==> src/rtl/npc_refill_pkg.sv <==
// Shared types and constants for the instruction-cache refill path.
package npc_refill_pkg;

    localparam int REFILL_LINE_W = 64;
    localparam int REFILL_BEAT_W = 32;
    localparam logic [1:0] AXI_RESP_OKAY = 2'b00;

    typedef enum logic [2:0] {
        IDLE,
        AR0,
        R0,
        AR1,
        R1,
        RESP
    } refill_state_t;

endpackage

==> src/rtl/refill_linebuf.sv <==
// One-entry refill line buffer: tag compare, data store, invalidate.
module refill_linebuf
    import npc_refill_pkg::*;
(
    input  logic                     clk,
    input  logic                     rst,
    input  logic                     inv,
    input  logic                     wr,
    input  logic                     clr,
    input  logic [31:3]              wr_tag,
    input  logic [REFILL_LINE_W-1:0] wr_data,
    input  logic [31:3]              rd_tag,
    output logic                     hit,
    output logic [REFILL_LINE_W-1:0] rd_data
);

    logic                     vld;
    logic [31:3]              tag;
    logic [REFILL_LINE_W-1:0] data;

    always_ff @(posedge clk or posedge rst) begin
        if (rst) begin
            vld  <= 1'b0;
            tag  <= '0;
            data <= '0;
        end else if (inv || clr) begin
            vld <= 1'b0;
        end else if (wr) begin
            vld  <= 1'b1;
            tag  <= wr_tag;
            data <= wr_data;
        end
    end

    // A same-cycle invalidate suppresses the hit so the request goes to the bus.
    assign hit     = vld && !inv && (tag == rd_tag);
    assign rd_data = data;

endmodule

==> src/rtl/mem_refill_bridge.sv <==
// Refill responder: fetches a 64-bit line as two AXI4-Lite read beats.
// Optional one-entry line buffer enabled by defining MEM_REFILL_LINEBUF_EN.
//
// state | meaning
// IDLE  | waiting for rd_req
// AR0   | beat 0 address phase (base)
// R0    | beat 0 data phase, timeout counting
// AR1   | beat 1 address phase (base+4)
// R1    | beat 1 data phase, timeout counting
// RESP  | one-cycle ret_valid pulse
module mem_refill_bridge
    import npc_refill_pkg::*;
#(
    parameter int unsigned TIMEOUT_CYC = 255
)(
    input  logic                     clk,
    input  logic                     rst,
    input  logic                     rd_req,
    input  logic [3:0]               rd_wstrb,
    input  logic [63:0]              rd_addr,
    input  logic                     inv,
    output logic                     ret_valid,
    output logic [REFILL_LINE_W-1:0] ret_data,
    output logic                     ret_err,
    output logic                     busy,
    output logic [31:0]              araddr,
    output logic                     arvalid,
    input  logic                     arready,
    input  logic [REFILL_BEAT_W-1:0] rdata,
    input  logic [1:0]               rresp,
    input  logic                     rvalid,
    output logic                     rready
);

    localparam logic [7:0] TO_LAST = 8'(TIMEOUT_CYC - 1);

    refill_state_t            state, state_nxt;
    logic [31:3]              base;
    logic [REFILL_BEAT_W-1:0] lo_word;
    logic                     err_flag;
    logic [7:0]               to_cnt;
    logic                     timeout;
    logic                     lb_hit;
    logic [REFILL_LINE_W-1:0] lb_data;
    logic                     unused_ok;

    assign unused_ok = ^{rd_wstrb, rd_addr[63:32], rd_addr[2:0], inv};
    assign timeout   = (to_cnt == TO_LAST);

`ifdef MEM_REFILL_LINEBUF_EN
    refill_linebuf u_linebuf (
        .clk     (clk),
        .rst     (rst),
        .inv     (inv),
        .wr      ((state == RESP) && !err_flag),
        .clr     ((state == RESP) && err_flag),
        .wr_tag  (base),
        .wr_data (ret_data),
        .rd_tag  (rd_addr[31:3]),
        .hit     (lb_hit),
        .rd_data (lb_data)
    );
`else
    assign lb_hit  = 1'b0;
    assign lb_data = '0;
`endif

    always_ff @(posedge clk or posedge rst) begin
        if (rst) state <= IDLE;
        else     state <= state_nxt;
    end

    always_comb begin
        state_nxt = state;
        case (state)
            IDLE:    if (rd_req) state_nxt = lb_hit ? RESP : AR0;
            AR0:     if (arready) state_nxt = R0;
            R0:      if (rvalid) state_nxt = AR1;
                     else if (timeout) state_nxt = RESP;
            AR1:     if (arready) state_nxt = R1;
            R1:      if (rvalid || timeout) state_nxt = RESP;
            RESP:    state_nxt = IDLE;
            default: state_nxt = IDLE;
        endcase
    end

    // ret_data is only loaded on the edge into RESP so it holds between pulses.
    always_ff @(posedge clk or posedge rst) begin
        if (rst) begin
            base     <= '0;
            lo_word  <= '0;
            ret_data <= '0;
            err_flag <= 1'b0;
            to_cnt   <= '0;
        end else begin
            case (state)
                IDLE: if (rd_req) begin
                    base     <= rd_addr[31:3];
                    err_flag <= 1'b0;
                    if (lb_hit) ret_data <= lb_data;
                end
                AR0, AR1: to_cnt <= '0;
                R0: begin
                    if (rvalid) begin
                        lo_word  <= rdata;
                        err_flag <= err_flag | (rresp != AXI_RESP_OKAY);
                    end else if (timeout) begin
                        err_flag <= 1'b1;
                    end else begin
                        to_cnt <= to_cnt + 8'd1;
                    end
                end
                R1: begin
                    if (rvalid) begin
                        ret_data <= {rdata, lo_word};
                        err_flag <= err_flag | (rresp != AXI_RESP_OKAY);
                    end else if (timeout) begin
                        err_flag <= 1'b1;
                    end else begin
                        to_cnt <= to_cnt + 8'd1;
                    end
                end
                default: ;
            endcase
        end
    end

    assign arvalid   = (state == AR0) || (state == AR1);
    assign rready    = (state == R0) || (state == R1);
    assign araddr    = {base, (state == AR1) || (state == R1), 2'b00};
    assign ret_valid = (state == RESP);
    assign ret_err   = (state == RESP) && err_flag;
    assign busy      = (state != IDLE);

endmodule
==> config.mk <==
export PLATFORM = sky130hd
export DESIGN_NAME = mem_refill_bridge
export DESIGN_NICKNAME = d
export VERILOG_FILES = /design/src/rtl/npc_refill_pkg.sv /design/src/rtl/refill_linebuf.sv /design/src/rtl/mem_refill_bridge.sv
export SDC_FILE = /design/constraint.sdc
export NUM_CORES = 1
export LEC_CHECK = 0
export ABC_AREA = 1
export BUFFER_PORTS_ARGS = -buffer_cell sky130_fd_sc_hd__buf_2
export CORE_MARGIN = 4
export CORE_UTILIZATION = 40
export DETAILED_ROUTE_END_ITERATION = 8
export PLACE_DENSITY_LB_ADDON = 0.08
export SYNTH_ARGS = -nofsm -noshare
export SYNTH_HDL_FRONTEND = slang
export SYNTH_HIERARCHICAL = 1
export SYNTH_SLANG_ARGS = --single-unit
==> constraint.sdc <==
create_clock -name clk -period 4.4 [get_ports clk]
set_clock_uncertainty 0.15 [all_clocks]
set_input_delay 0.22 -clock clk [delete_from_list [all_inputs] [get_ports clk]]
set_output_delay 0.22 -clock clk [all_outputs]
set_load 0.005 [all_outputs]
[After elaboration in Yosys (flattened, before gate mapping)]
Index checks and enable logic that the tools add are counted.
Operators by class
  add/subtract/negate cells: 1
  equality and inequality tests: 14
  mux-type cells: 14
  bitwise gates (word level): 1
  reductions and logical operators: 18
Operator list (count)
  3-bit 2-to-1 mux: 6
  8-bit 2-to-1 mux: 2
  8-bit one-hot mux with 2 select lines: 1
  3-bit one-hot mux with 5 select lines: 1
  2-bit != test (second input constant): 6
  8-bit by 1-bit adder with 8-bit output (second input constant): 1
  8-bit == test (second input constant): 1
  3-bit by 2-bit == test with 1-bit output (second input constant): 2
  3-bit == test (second input constant): 2
  2-bit AND reduction: 3
  3-bit AND reduction: 2
  2-bit nonzero test: 3
  5-bit AND reduction: 1
  1-bit logical OR: 4
  2-bit OR reduction: 2
  3-bit by 1-bit == test with 1-bit output (second input constant): 1
  3-bit logical NOT: 1
  1-bit 2-to-1 mux: 3
  3-bit by 1-bit != test with 1-bit output (second input constant): 1
  3-bit != test (second input constant): 1
  3-bit nonzero test: 1
  1-bit one-hot mux with 2 select lines: 1
  1-bit logical AND: 1
  1-bit bitwise OR: 1
Storage, ports and cells
  flip-flop bits (word level): 137
  input port bits: 108

[Longest topological paths before layout]
Gate-level depths: netlist of the first run.
  word-level depth: 4
  depth in mapped cells: 9
  depth with buffers taken out: 9

[Least setup slack after synthesis of the first run]
OpenSTA, ideal clock, no wires.
  path type: flip-flop to flip-flop
  from: register state[0]
  to: register base[10] in the netlist's numbering
  setup time: 0.127 ns
  data arrival time: 1.419 ns
  data required time: 4.123 ns
  slack: 2.703 ns
  cell stages (with the launch flop): 7
  period minus slack after synthesis: 1.697 ns
  cell sequence: dfrtp_1 -> nor2_2 -> nand2_1 -> nor2_1 -> buf_6 -> buf_6 -> mux2_1
On the way
  longest elaborated chain between the ends: 2
Ends and longest elaborated chain
  start, declared: RTL line mem_refill_bridge.sv:37  | refill_state_t state, state_nxt;
  start signal, assigned: RTL line mem_refill_bridge.sv:70  | else state <= state_nxt;
  3-bit logical NOT: RTL line mem_refill_bridge.sv:96  | case (state)
  2-bit AND reduction (no line)
  end signal, assigned: RTL line mem_refill_bridge.sv:98  | base <= rd_addr[31:3];
  end, declared: RTL line mem_refill_bridge.sv:38  | logic [31:3] base;
No other way between the ends.
A chain may end at the register's enable or synchronous reset.

[Worst setup path in the final report of the first run]
  from: register state[0]
  to: register ret_data[7]
On the way
  longest elaborated chain between the ends: 2
Ends and longest elaborated chain
  3-bit == test: RTL line mem_refill_bridge.sv:96
  2-bit AND reduction (no line)
  end signal, assigned: RTL line mem_refill_bridge.sv:100  | if (lb_hit) ret_data <= lb_data;
  end signal, assigned: RTL line mem_refill_bridge.sv:115  | ret_data <= {rdata, lo_word};
  end, declared: RTL line mem_refill_bridge.sv:23  | output logic [REFILL_LINE_W-1:0] ret_data,
No other way between the ends.

==> impl_metrics.json, run 1 <==
{
  "core_um2": 13300,
  "num_io_pins": 209,
  "critical-path-slowest-cell": "sky130_fd_sc_hd__nor2_4",
  "total_leakage_power_uw": 0.00381,
  "die_x_um": 125,
  "cp-end-kind": "register",
  "cts_hold_repair.buffers": 63,
  "r2r-start": "state[0]$_DFFE_PP0P_",
  "antenna_left": 0,
  "number_of_nets_at_the_end_of_the_flow": 734,
  "worstRegToRegCells": 5,
  "max_cap_viol_count": 0,
  "ir_drop_worst_case_vdd_uv": 333,
  "worst_slew_margin_rel_pct": 34.0,
  "power.share.sequential_pct": 40.5,
  "syn2layout_area_growth_pct": 42.3,
  "outcome": "completed",
  "finalHoldViolations": 0,
  "drt_drc_violations_left": 0,
  "crit_arrival_ns": 2.61,
  "final_max_slew_viol_count": 0,
  "final_count_of_negative_setup_slack_endpoints": 0,
  "final.setup.worst_slack_ns": 1.93,
  "synth_seq_cells": 137,
  "crit_type": "register to register",
  "cts_inserted_buffers": 17,
  "timing.fmax_ghz": 0.404,
  "rows": 42,
  "layout_common_cells": "166 x sky130_fd_sc_hd__buf_2, 137 x sky130_fd_sc_hd__dfrtp_1, 97 x sky130_fd_sc_hd__mux2_2",
  "hold_end": "state[2]$_DFFE_PP0P_",
  "cts_root_cell": "sky130_fd_sc_hd__clkbuf_16",
  "drt_first_pass_iters": 4,
  "chipHeight_um": 125,
  "cp_slowest_stage_delay_ns": 0.69,
  "synthDistinctLibCells": 26,
  "post-route-min-period_ns": 2.47,
  "dr.first_iter.drc_count": 101,
  "via_count": 3849,
  "crit_path_start_kind": "register",
  "post_synth_inst_count": 387,
  "clock_tree_sinks": 137,
  "setup_repair_after_global_routing_missed_its_margin": "no",
  "track_usage_pct": 15.7,
  "combPwrFrac_pct": 29.0,
  "share_of_the_cycle_needed_by_the_critical_path_after_routing_pct": 56.2,
  "cts.path.max_buffers": 2,
  "drt_wl_total_mm": 11.7,
  "post-place-ws_ns": 1.91,
  "largest_fanout_on_the_critical_path": 36,
  "worst_hold_path.num_cells": 4,
  "min_from": "rvalid",
  "clock_power_share_pct": 30.5,
  "routedWlPerCell_um": 14.4,
  "dp_hpwl_mm": 7.50,
  "tritoncts": "yes",
  "mappedNetlistArea_um2": 5470,
  "worstHoldPathType": "input port to register",
  "p_sw_uw": 1480,
  "finalInstanceArea_um2": 7780,
  "cts.htree.levels": 4,
  "clk_latency_ns": 0.40,
  "timing.rr.end": "ret_data[7]$_DFFE_PP0P_",
  "cts.reportedPaths.clkPinSlew_ns": 0.06,
  "worst-slew-pin-transition_ns": 0.988,
  "worst-endpoint-required_ns": 4.54,
  "final_common_cell": "sky130_fd_sc_hd__buf_2",
  "drive_above_1_share_pct": 48.4,
  "critical_path.cell_chain": "nor2_2, nand2_2, nor2_4, buf_12, mux2_2",
  "timing.critical_path.max_delay_family": "simple AND/OR/NAND/NOR gates",
  "reg2reg_setup_slack_ns": 1.93,
  "accumulated_negative_setup_slack_ns": 0,
  "grt_pass1_wl_mm": 20.2,
  "grt_antenna_before_repair": 0,
  "grt-ovfl-total": 0,
  "gp_congestion": 0.788,
  "first_global_vias": 4093,
  "internal_power_uw": 3820,
  "routed_vias_inst": 4.73,
  "synth_area_per_cell_um2": 14.1,
  "design.die.area_um2": 15600,
  "swShare_pct": 27.8,
  "crit_buf_inv": 1,
  "yosys_warnings": 6,
  "grt_max_degree": 75,
  "postCtsSetupBuffers": 0,
  "postPlaceCellArea_um2": 6460,
  "sequential_to_total_area_share_from_yosys_stat_pct": 62.7,
  "place.port_buffers": 166,
  "ctsResizeCount": 0,
  "antenna-diode-count": 0,
  "p_per_area_nw_per_um2": 681,
  "initial_utilization_pct": 41.1
}
==> power by group through the flow <==
stage	Clock, uW	Combinational, uW	Sequential (uW)
final	1620	1530	2150
after floorplan	0	816	2180
after global routing	1710	1710	2230
after global placement	0	1490	2130
after detailed placement	0	1520	2160
after CTS	1650	1570	2150
==> synth_stat cells <==
cell                         n  area share (%)
sky130_fd_sc_hd__conb_1      1           0.069
sky130_fd_sc_hd__mux2_2     97              20
sky130_fd_sc_hd__buf_2       5            0.46
sky130_fd_sc_hd__nor3_1      1           0.091
sky130_fd_sc_hd__nand2_1    41             2.8
sky130_fd_sc_hd__inv_1      10            0.69
sky130_fd_sc_hd__and2_1      1            0.11
sky130_fd_sc_hd__nand3b_1    1            0.14
sky130_fd_sc_hd__o21bai_1    1            0.14
sky130_fd_sc_hd__inv_2       2            0.14
sky130_fd_sc_hd__dfrtp_1   137              63
sky130_fd_sc_hd__mux2_1     28             5.8
sky130_fd_sc_hd__ha_1        2            0.46
sky130_fd_sc_hd__nand4_1     4            0.46
sky130_fd_sc_hd__o21ai_0     2            0.18
sky130_fd_sc_hd__buf_4       8             1.1
sky130_fd_sc_hd__nor2_4      1            0.21
sky130_fd_sc_hd__nor2_2      2            0.23
sky130_fd_sc_hd__nand2_2     2            0.23
sky130_fd_sc_hd__xor2_1      3            0.48
sky130_fd_sc_hd__or2_1       1            0.11
sky130_fd_sc_hd__nand3_2     1            0.18
sky130_fd_sc_hd__buf_6       2            0.41
sky130_fd_sc_hd__nor2_1     13            0.89
sky130_fd_sc_hd__a21oi_1     1           0.091
sky130_fd_sc_hd__nand3_1    20             1.8
==> logic make-up after synthesis <==
group	after synthesis	synth area share, %
flip-flops	137	62.7
multiplexers	125	25.8
AND/OR/NAND/NOR	88	7.30
buffers and inverters	27	2.79
AO/OA/AOI/OAI	4	0.412
XOR/XNOR	3	0.481
adder cells (fa/ha/maj)	2	0.458
other	1	0.0686
==> worst max-delay path by stage <==
stage | end | slack, ns | start | cells past startpoint
after global routing | ret_data[7]$_DFFE_PP0P_ | 1.76 | state[0]$_DFFE_PP0P_ | 5
after detailed placement | ret_data[8]$_DFFE_PP0P_ | 1.91 | state[0]$_DFFE_PP0P_ | 5
after CTS | ret_data[7]$_DFFE_PP0P_ | 1.89 | state[0]$_DFFE_PP0P_ | 5
final | ret_data[7]$_DFFE_PP0P_ | 1.93 | state[0]$_DFFE_PP0P_ | 5
after floorplan | base[10]$_DFFE_PP0P_ | 0.36 | rst | 1
after global placement | ret_data[38]$_DFFE_PP0P_ | 1.95 | state[0]$_DFFE_PP0P_ | 5
==> flip-flops by register name, indices dropped and copies added (netlist names) <==
name,flops
base,29
state,3
lo_word,32
to_cnt,8
ret_data,64
err_flag,1
==> metrics by stage <==
stage          total power (uW)  hold WS, ns  cells  utilization (%)
6_report                   5300       0.0778    813             58.5
3_5_place_dp               3680        0.289    718             48.6
4_1_cts                    5370       0.0564    813             58.5
3_3_place_gp               3630        0.272    718             48.6
2_1_floorplan              3000        0.205    388                -
5_1_grt                    5650       0.0946    813             58.5
==> worst reg2reg max path, stage by stage (launching register included) <==
cell and delay [ns]:
sky130_fd_sc_hd__dfrtp_1 0.44, sky130_fd_sc_hd__nor2_2 0.21, sky130_fd_sc_hd__nand2_2 0.13, sky130_fd_sc_hd__nor2_4 0.69
sky130_fd_sc_hd__buf_12 0.34, sky130_fd_sc_hd__mux2_2 0.39
==> metal layers <==
metal,share of wire (%),up-vias,global-route usage (%)
met2,47,129,24.7
met1,43,1900,20.0
li1,-,1802,-
met4,1.7,0,5.80
met3,8.2,18,5.87
met5,0,-,0
==> final cells by class <==
cell class / instances / area [um2]
fill: 1067 / 5520
sequential: 137 / 3430
multi-input combinational: 224 / 1890
timing repair buffer: 232 / 1510
clock buffer: 18 / 439
clock inverter: 14 / 244
tap: 176 / 220
inverter: 12 / 47.5
(Power assumes the default switching activity.)
==> run 2, diff against run 1 <==
clock period = 2.23 ns   (was 4.4 ns; I/O delays follow)
==> run 2 against run 1 <==
Sequential power is 98% higher. Global-route usage is 1.2 points higher. Fmax is 31% higher. Final cell count is 1.2% higher. Total power is 95% higher. Final area is 1.1% higher. Non-clock buffer count is 10 higher. Critical endpoint is now to_cnt[2]$_DFFE_PP0P_. Highest routed layer unchanged.
==> impl_metrics.json, run 2 (synthesis gave the netlist of run 1 again) <==
{
  "power.share.sequential_pct": 41.0,
  "track_usage_pct": 17.0,
  "die_x_um": 125,
  "rows": 42,
  "final_max_slew_viol_count": 0,
  "tritoncts": "yes",
  "wl_met2_mm": 6.08,
  "postLayoutCoreUtil_pct": 59.2,
  "cts_inserted_buffers": 17,
  "worst-slew-pin-transition_ns": 0.774,
  "gp_congestion": 0.811,
  "timing.critical_path.max_delay_family": "simple AND/OR/NAND/NOR gates",
  "top_flop_regs": "ret_data: 64 flops, lo_word: 32 flops, base: 29 flops",
  "clock_power_share_pct": 29.1,
  "total_leakage_power_uw": 0.00384,
  "finalInstanceArea_um2": 7870,
  "post-route-min-period_ns": 1.89,
  "cts.reportedPaths.clkPinSlew_ns": 0.06,
  "r2r-start": "state[0]$_DFFE_PP0P_",
  "drive_above_1_share_pct": 48.7,
  "grt_antenna_before_repair": 0,
  "max_cap_viol_count": 0,
  "core_um2": 13300,
  "setup.worst_path.start": "state[0]$_DFFE_PP0P_",
  "layout_common_cells": "166 x sky130_fd_sc_hd__buf_2, 137 x sky130_fd_sc_hd__dfrtp_1, 97 x sky130_fd_sc_hd__mux2_2",
  "cts.path.max_buffers": 2,
  "number_of_nets_at_the_end_of_the_flow": 744,
  "p_sw_uw": 2920,
  "cp-end-kind": "register",
  "final_common_cell": "sky130_fd_sc_hd__buf_2",
  "via_count": 3827,
  "antenna_left": 0,
  "worst_slew_margin_rel_pct": 48.3,
  "final.setup.worst_slack_ns": 0.339,
  "post-place-ws_ns": 0.385,
  "timing.fmax_ghz": 0.529,
  "reg2reg_setup_slack_ns": 0.34,
  "p_per_area_nw_per_um2": 1320,
  "chipHeight_um": 125,
  "crit_type": "register to register",
  "largest-register": "ret_data",
  "antenna-diode-count": 0,
  "dp_hpwl_mm": 8.14,
  "grt_max_degree": 43,
  "accumulated_negative_setup_slack_ns": 0,
  "routed_vias_inst": 4.65,
  "internal_power_uw": 7440,
  "setup_repair_after_global_routing_missed_its_margin": "no",
  "detailed_route_wire_length_on_metal_1_mm": 5.12,
  "design.die.area_um2": 15600,
  "routedWlPerCell_um": 15.0,
  "worstHoldPathType": "input port to register",
  "critical_path.cell_chain": "nor2_2, nand2_2, nand2_2, nand3_1, nand2_1, nand3_1, nand2_1",
  "cp_slowest_stage_delay_ns": 0.44,
  "grt-ovfl-total": 0,
  "min_from": "rd_req",
  "grt_pass1_wl_mm": 21.1,
  "final_count_of_negative_setup_slack_endpoints": 0,
  "initial_utilization_pct": 41.1,
  "ctsResizeCount": 0,
  "critical-path-slowest-cell": "sky130_fd_sc_hd__dfrtp_1",
  "hold-worst-slack_ns": 0.0691,
  "clock_tree_sinks": 137,
  "num_io_pins": 209,
  "cts.htree.levels": 4,
  "clk_latency_ns": 0.42,
  "drt_wl_total_mm": 12.4,
  "crit_arrival_ns": 2.10,
  "largest_fanout_on_the_critical_path": 8,
  "crit_path_start_kind": "register",
  "worstRegToRegCells": 7,
  "drt_drc_violations_left": 0,
  "outcome": "completed",
  "critical_path_cell_count": 7,
  "critPathCapture": "to_cnt[2]$_DFFE_PP0P_",
  "combPwrFrac_pct": 29.9,
  "drt_first_pass_iters": 4,
  "postPlaceCellArea_um2": 6560,
  "worst-endpoint-required_ns": 2.44,
  "crit_buf_inv": 0,
  "swShare_pct": 28.2,
  "finalHoldViolations": 0,
  "share_of_the_cycle_needed_by_the_critical_path_after_routing_pct": 84.8,
  "dr.first_iter.drc_count": 212,
  "timing.rr.end": "to_cnt[2]$_DFFE_PP0P_",
  "place.port_buffers": 166,
  "top_layer_used": "met4",
  "syn2layout_area_growth_pct": 43.9,
  "ir_drop_worst_case_vdd_uv": 597,
  "first_global_vias": 4162,
  "dr_wl_met3_um": 856,
  "largest_register_ffs": 64,
  "cts_root_cell": "sky130_fd_sc_hd__clkbuf_16"
}
-- run 2: cell types whose count changed in the layout (fill, tap and decap cells not counted) --
| cell | previous run | this run |
|---|---|---|
| sky130_fd_sc_hd__buf_4 | 1 | 5 |
| sky130_fd_sc_hd__buf_12 | 2 | 5 |
| sky130_fd_sc_hd__clkbuf_8 | 1 | 4 |
| sky130_fd_sc_hd__dlygate4sd3_1 | 63 | 66 |
| sky130_fd_sc_hd__bufinv_16 | 6 | 4 |
| sky130_fd_sc_hd__clkinv_2 | 1 | 3 |
| sky130_fd_sc_hd__inv_6 | 2 | 0 |
| sky130_fd_sc_hd__clkinv_4 | 3 | 2 |
| sky130_fd_sc_hd__clkinvlp_4 | 2 | 3 |
| sky130_fd_sc_hd__inv_4 | 1 | 0 |
-- run 2: worst min-delay path by stage --
stage,to,cells past startpoint
floorplan,base[10]$_DFFE_PP0P_,1
global placement,ret_data[50]$_DFFE_PP0P_,2
detailed placement,ret_data[50]$_DFFE_PP0P_,2
CTS,state[2]$_DFFE_PP0P_,5
global route,state[2]$_DFFE_PP0P_,5
finish,err_flag$_DFFE_PP0P_,5
-- run 2: area by class of cell --
class / count / area, um2
Sequential cell: 137 / 3430
Fill cell: 1097 / 5430
Clock buffer: 21 / 480
Multi-Input combinational cell: 224 / 1890
Clock inverter: 11 / 168
Tap cell: 176 / 220
Inverter: 12 / 48.8
Timing Repair Buffer: 242 / 1630
-- run 2: worst register-to-register path: stages, from the launching register on --
cell and delay [ns]:
sky130_fd_sc_hd__dfrtp_1 0.44, sky130_fd_sc_hd__nor2_2 0.21, sky130_fd_sc_hd__nand2_2 0.13, sky130_fd_sc_hd__nand2_2 0.16, sky130_fd_sc_hd__nand3_1 0.23, sky130_fd_sc_hd__nand2_1 0.33
sky130_fd_sc_hd__nand3_1 0.11, sky130_fd_sc_hd__nand2_1 0.08
-- run 2: per-stage QoR --
step / std cells / total power [uW]
after floorplan: 388 / 5910
after global placement: 725 / 7220
after detailed placement: 725 / 7350
after CTS: 823 / 10500
after global routing: 823 / 11100
final: 823 / 10400
-- run 2: metal layers --
layer / track usage [%] / up-vias
li1: - / 1822
met1: 20.1 / 1863
met2: 27.5 / 117
met3: 6.48 / 25
met4: 7.72 / 0
met5: 0 / -
-- run 2: timing repair --
action,in CTS,in global routing
setup buffers,0,0
endpoints found under the hold margin,127,0
hold buffers,66,0
-- run 2: power groups by stage --
stage | registers (uW) | clock network [uW] | logic [uW]
2_1_floorplan | 4300 | 0 | 1610
3_3_place_gp | 4220 | 0 | 3000
3_5_place_dp | 4270 | 0 | 3080
4_1_cts | 4250 | 3090 | 3170
5_1_grt | 4410 | 3210 | 3430
6_report | 4250 | 3010 | 3100
==> run 3, diff against run 2 <==
clock period = 1.8 ns   (was 2.23 ns; I/O delays follow)
==> run 3 against run 2 <==
Combinational power is 31% higher. Clock-buffer cell count down 1. Register-to-register slack got worse by 0.26 ns. Routed wire length grew 1.8%. Largest power group unchanged.
==> impl_metrics.json, run 3 (synthesis gave the netlist of run 1 again) <==
{
  "cpMostUsedCell": "sky130_fd_sc_hd__buf_4",
  "design.die.area_um2": 15600,
  "outcome": "completed",
  "timing.fmax_ghz": 0.576,
  "dr.first_iter.drc_count": 254,
  "first_global_vias": 4109,
  "worst_slew_margin_rel_pct": 65.3,
  "routed_vias_inst": 4.66,
  "number_of_nets_at_the_end_of_the_flow": 757,
  "largest_register_ffs": 64,
  "grt_max_degree": 53,
  "cts_root_cell": "sky130_fd_sc_hd__clkbuf_16",
  "crit_type": "register to output pin",
  "p_per_area_nw_per_um2": 1580,
  "cp-end-kind": "output pin",
  "setup_repair_after_global_routing_missed_its_margin": "yes",
  "postPlaceCellArea_um2": 6600,
  "grt-ovfl-total": 0,
  "cts.htree.levels": 4,
  "final_count_of_negative_setup_slack_endpoints": 0,
  "rows": 42,
  "instances_no_fill": 836,
  "accumulated_negative_setup_slack_ns": 0,
  "clock_tree_sinks": 137,
  "grt_antenna_before_repair": 0,
  "total_leakage_power_uw": 0.00392,
  "drive_above_1_share_pct": 50.2,
  "post-place-ws_ns": 0.0130,
  "final.setup.worst_slack_ns": 0.0637,
  "dp_cells": 731,
  "via_count": 3898,
  "worstHoldPathType": "input port to register",
  "die_x_um": 125,
  "antenna_left": 0,
  "worst-endpoint-required_ns": 1.56,
  "grt_pass1_wl_mm": 20.4,
  "routedWlPerCell_um": 15.1,
  "total_power_uw": 12700,
  "cp_slowest_stage_delay_ns": 0.40,
  "num-fill-cells": 1086,
  "critical_path.cell_chain": "buf_4, inv_2, nand3_1, nand2_2, buf_4, buf_2",
  "critical-path-slowest-cell": "sky130_fd_sc_hd__dfrtp_1",
  "track_usage_pct": 16.3,
  "finalHoldViolations": 0,
  "drt_wl_total_mm": 12.6,
  "final_common_cell": "sky130_fd_sc_hd__buf_2",
  "crit_arrival_ns": 1.50,
  "largest-register": "ret_data",
  "worst-slew-pin-transition_ns": 0.520,
  "initial_utilization_pct": 41.1,
  "cts.reportedPaths.clkPinSlew_ns": 0.05,
  "drt_drc_violations_left": 0,
  "cts.path.max_buffers": 2,
  "clk_latency_ns": 0.41,
  "chipHeight_um": 125,
  "max_cap_viol_count": 0,
  "core_um2": 13300,
  "place.port_buffers": 166,
  "layout_common_cells": "166 x sky130_fd_sc_hd__buf_2, 136 x sky130_fd_sc_hd__dfrtp_1, 97 x sky130_fd_sc_hd__mux2_2",
  "crit_path_start_kind": "register",
  "globalRoute.busiestLayer": "met2",
  "drt_first_pass_iters": 5,
  "cts_inserted_buffers": 17,
  "top_flop_regs": "ret_data: 64 flops, lo_word: 32 flops, base: 29 flops",
  "final_max_slew_viol_count": 0,
  "gp_congestion": 0.825,
  "largest_fanout_on_the_critical_path": 5,
  "globalRouteMet1Util_pct": 19.7,
  "antenna-diode-count": 0,
  "post-route-min-period_ns": 1.74,
  "syn2layout_area_growth_pct": 46.3,
  "grt_use_met3_pct": 7.03,
  "tritoncts": "yes",
  "dp_hpwl_mm": 8.03,
  "globalRouteMet2Util_pct": 26.1,
  "ir_drop_worst_case_vdd_uv": 846,
  "finalInstanceArea_um2": 7990,
  "num_io_pins": 209,
  "share_of_the_cycle_needed_by_the_critical_path_after_routing_pct": 96.5
}
[run 3: path summary, 6_finish.rpt]
path,slack [ns],from,end,cells past startpoint
worst max-delay path,0.06,state[0]$_DFFE_PP0P_,rready,6
worst min-delay path,0.10,rd_req,err_flag$_DFFE_PP0P_,5
worst max register to register,0.08,state[1]$_DFFE_PP0P_,ret_data[2]$_DFFE_PP0P_,6
worst min register to register,0.33,ret_data[13]$_DFFE_PP0P_,ret_data[13]$_DFFE_PP0P_,1
max in group asynchronous,0.72,rst,lo_word[24]$_DFFE_PP0P_,4
min in group asynchronous,0.11,rst,to_cnt[3]$_DFFE_PP0P_,3
[run 3: metrics by stage]
step	utilization (%)	hold slack (ns)
after floorplan	-	0.0747
after global placement	49.7	0.00686
after detailed placement	49.7	0.00556
after CTS	58.9	0.0152
after global routing	60.1	0.129
final	60.1	0.100
[run 3: critical path, delay by kind of cell, from the launching register on]
kind          cells  cell delay, ns
flops             1            0.40
simple gates      2            0.18
buf+inv           4            0.51
[run 3: cell type report]
class | instances | area [um2] | share of cell area (%)
flip-flops and latches | 137 | 3430 | 42.9
multi-input cells | 224 | 1920 | 24.0
repair buffers | 255 | 1810 | 22.6
clock buffers | 20 | 447 | 5.59
well taps | 176 | 220 | 2.75
clock inverters | 12 | 124 | 1.55
inverters | 12 | 48.8 | 0.610
[run 3: timing repair]
item	in CTS	in global routing
setup buffers	0	3
endpoints found under the hold margin	210	0
gates resized for setup	0	10
hold buffers	66	0
setup endpoints to repair	0	104
[run 3: metal layers]
| metal | wire length, um | part of all wire (%) |
|---|---|---|
| met5 | 0 | 0 |
| met4 | 142 | 1.1 |
| met3 | 920 | 7.3 |
| met2 | 6060 | 48 |
| met1 | 5460 | 43 |
[run 3: power breakdown]
part | switching (uW) | internal [uW] | total, uW | leakage (uW)
Combinational | 1720 | 2350 | 4070 | 0.00195
Clock | 1280 | 2070 | 3350 | 0.000284
Sequential | 686 | 4550 | 5240 | 0.00169
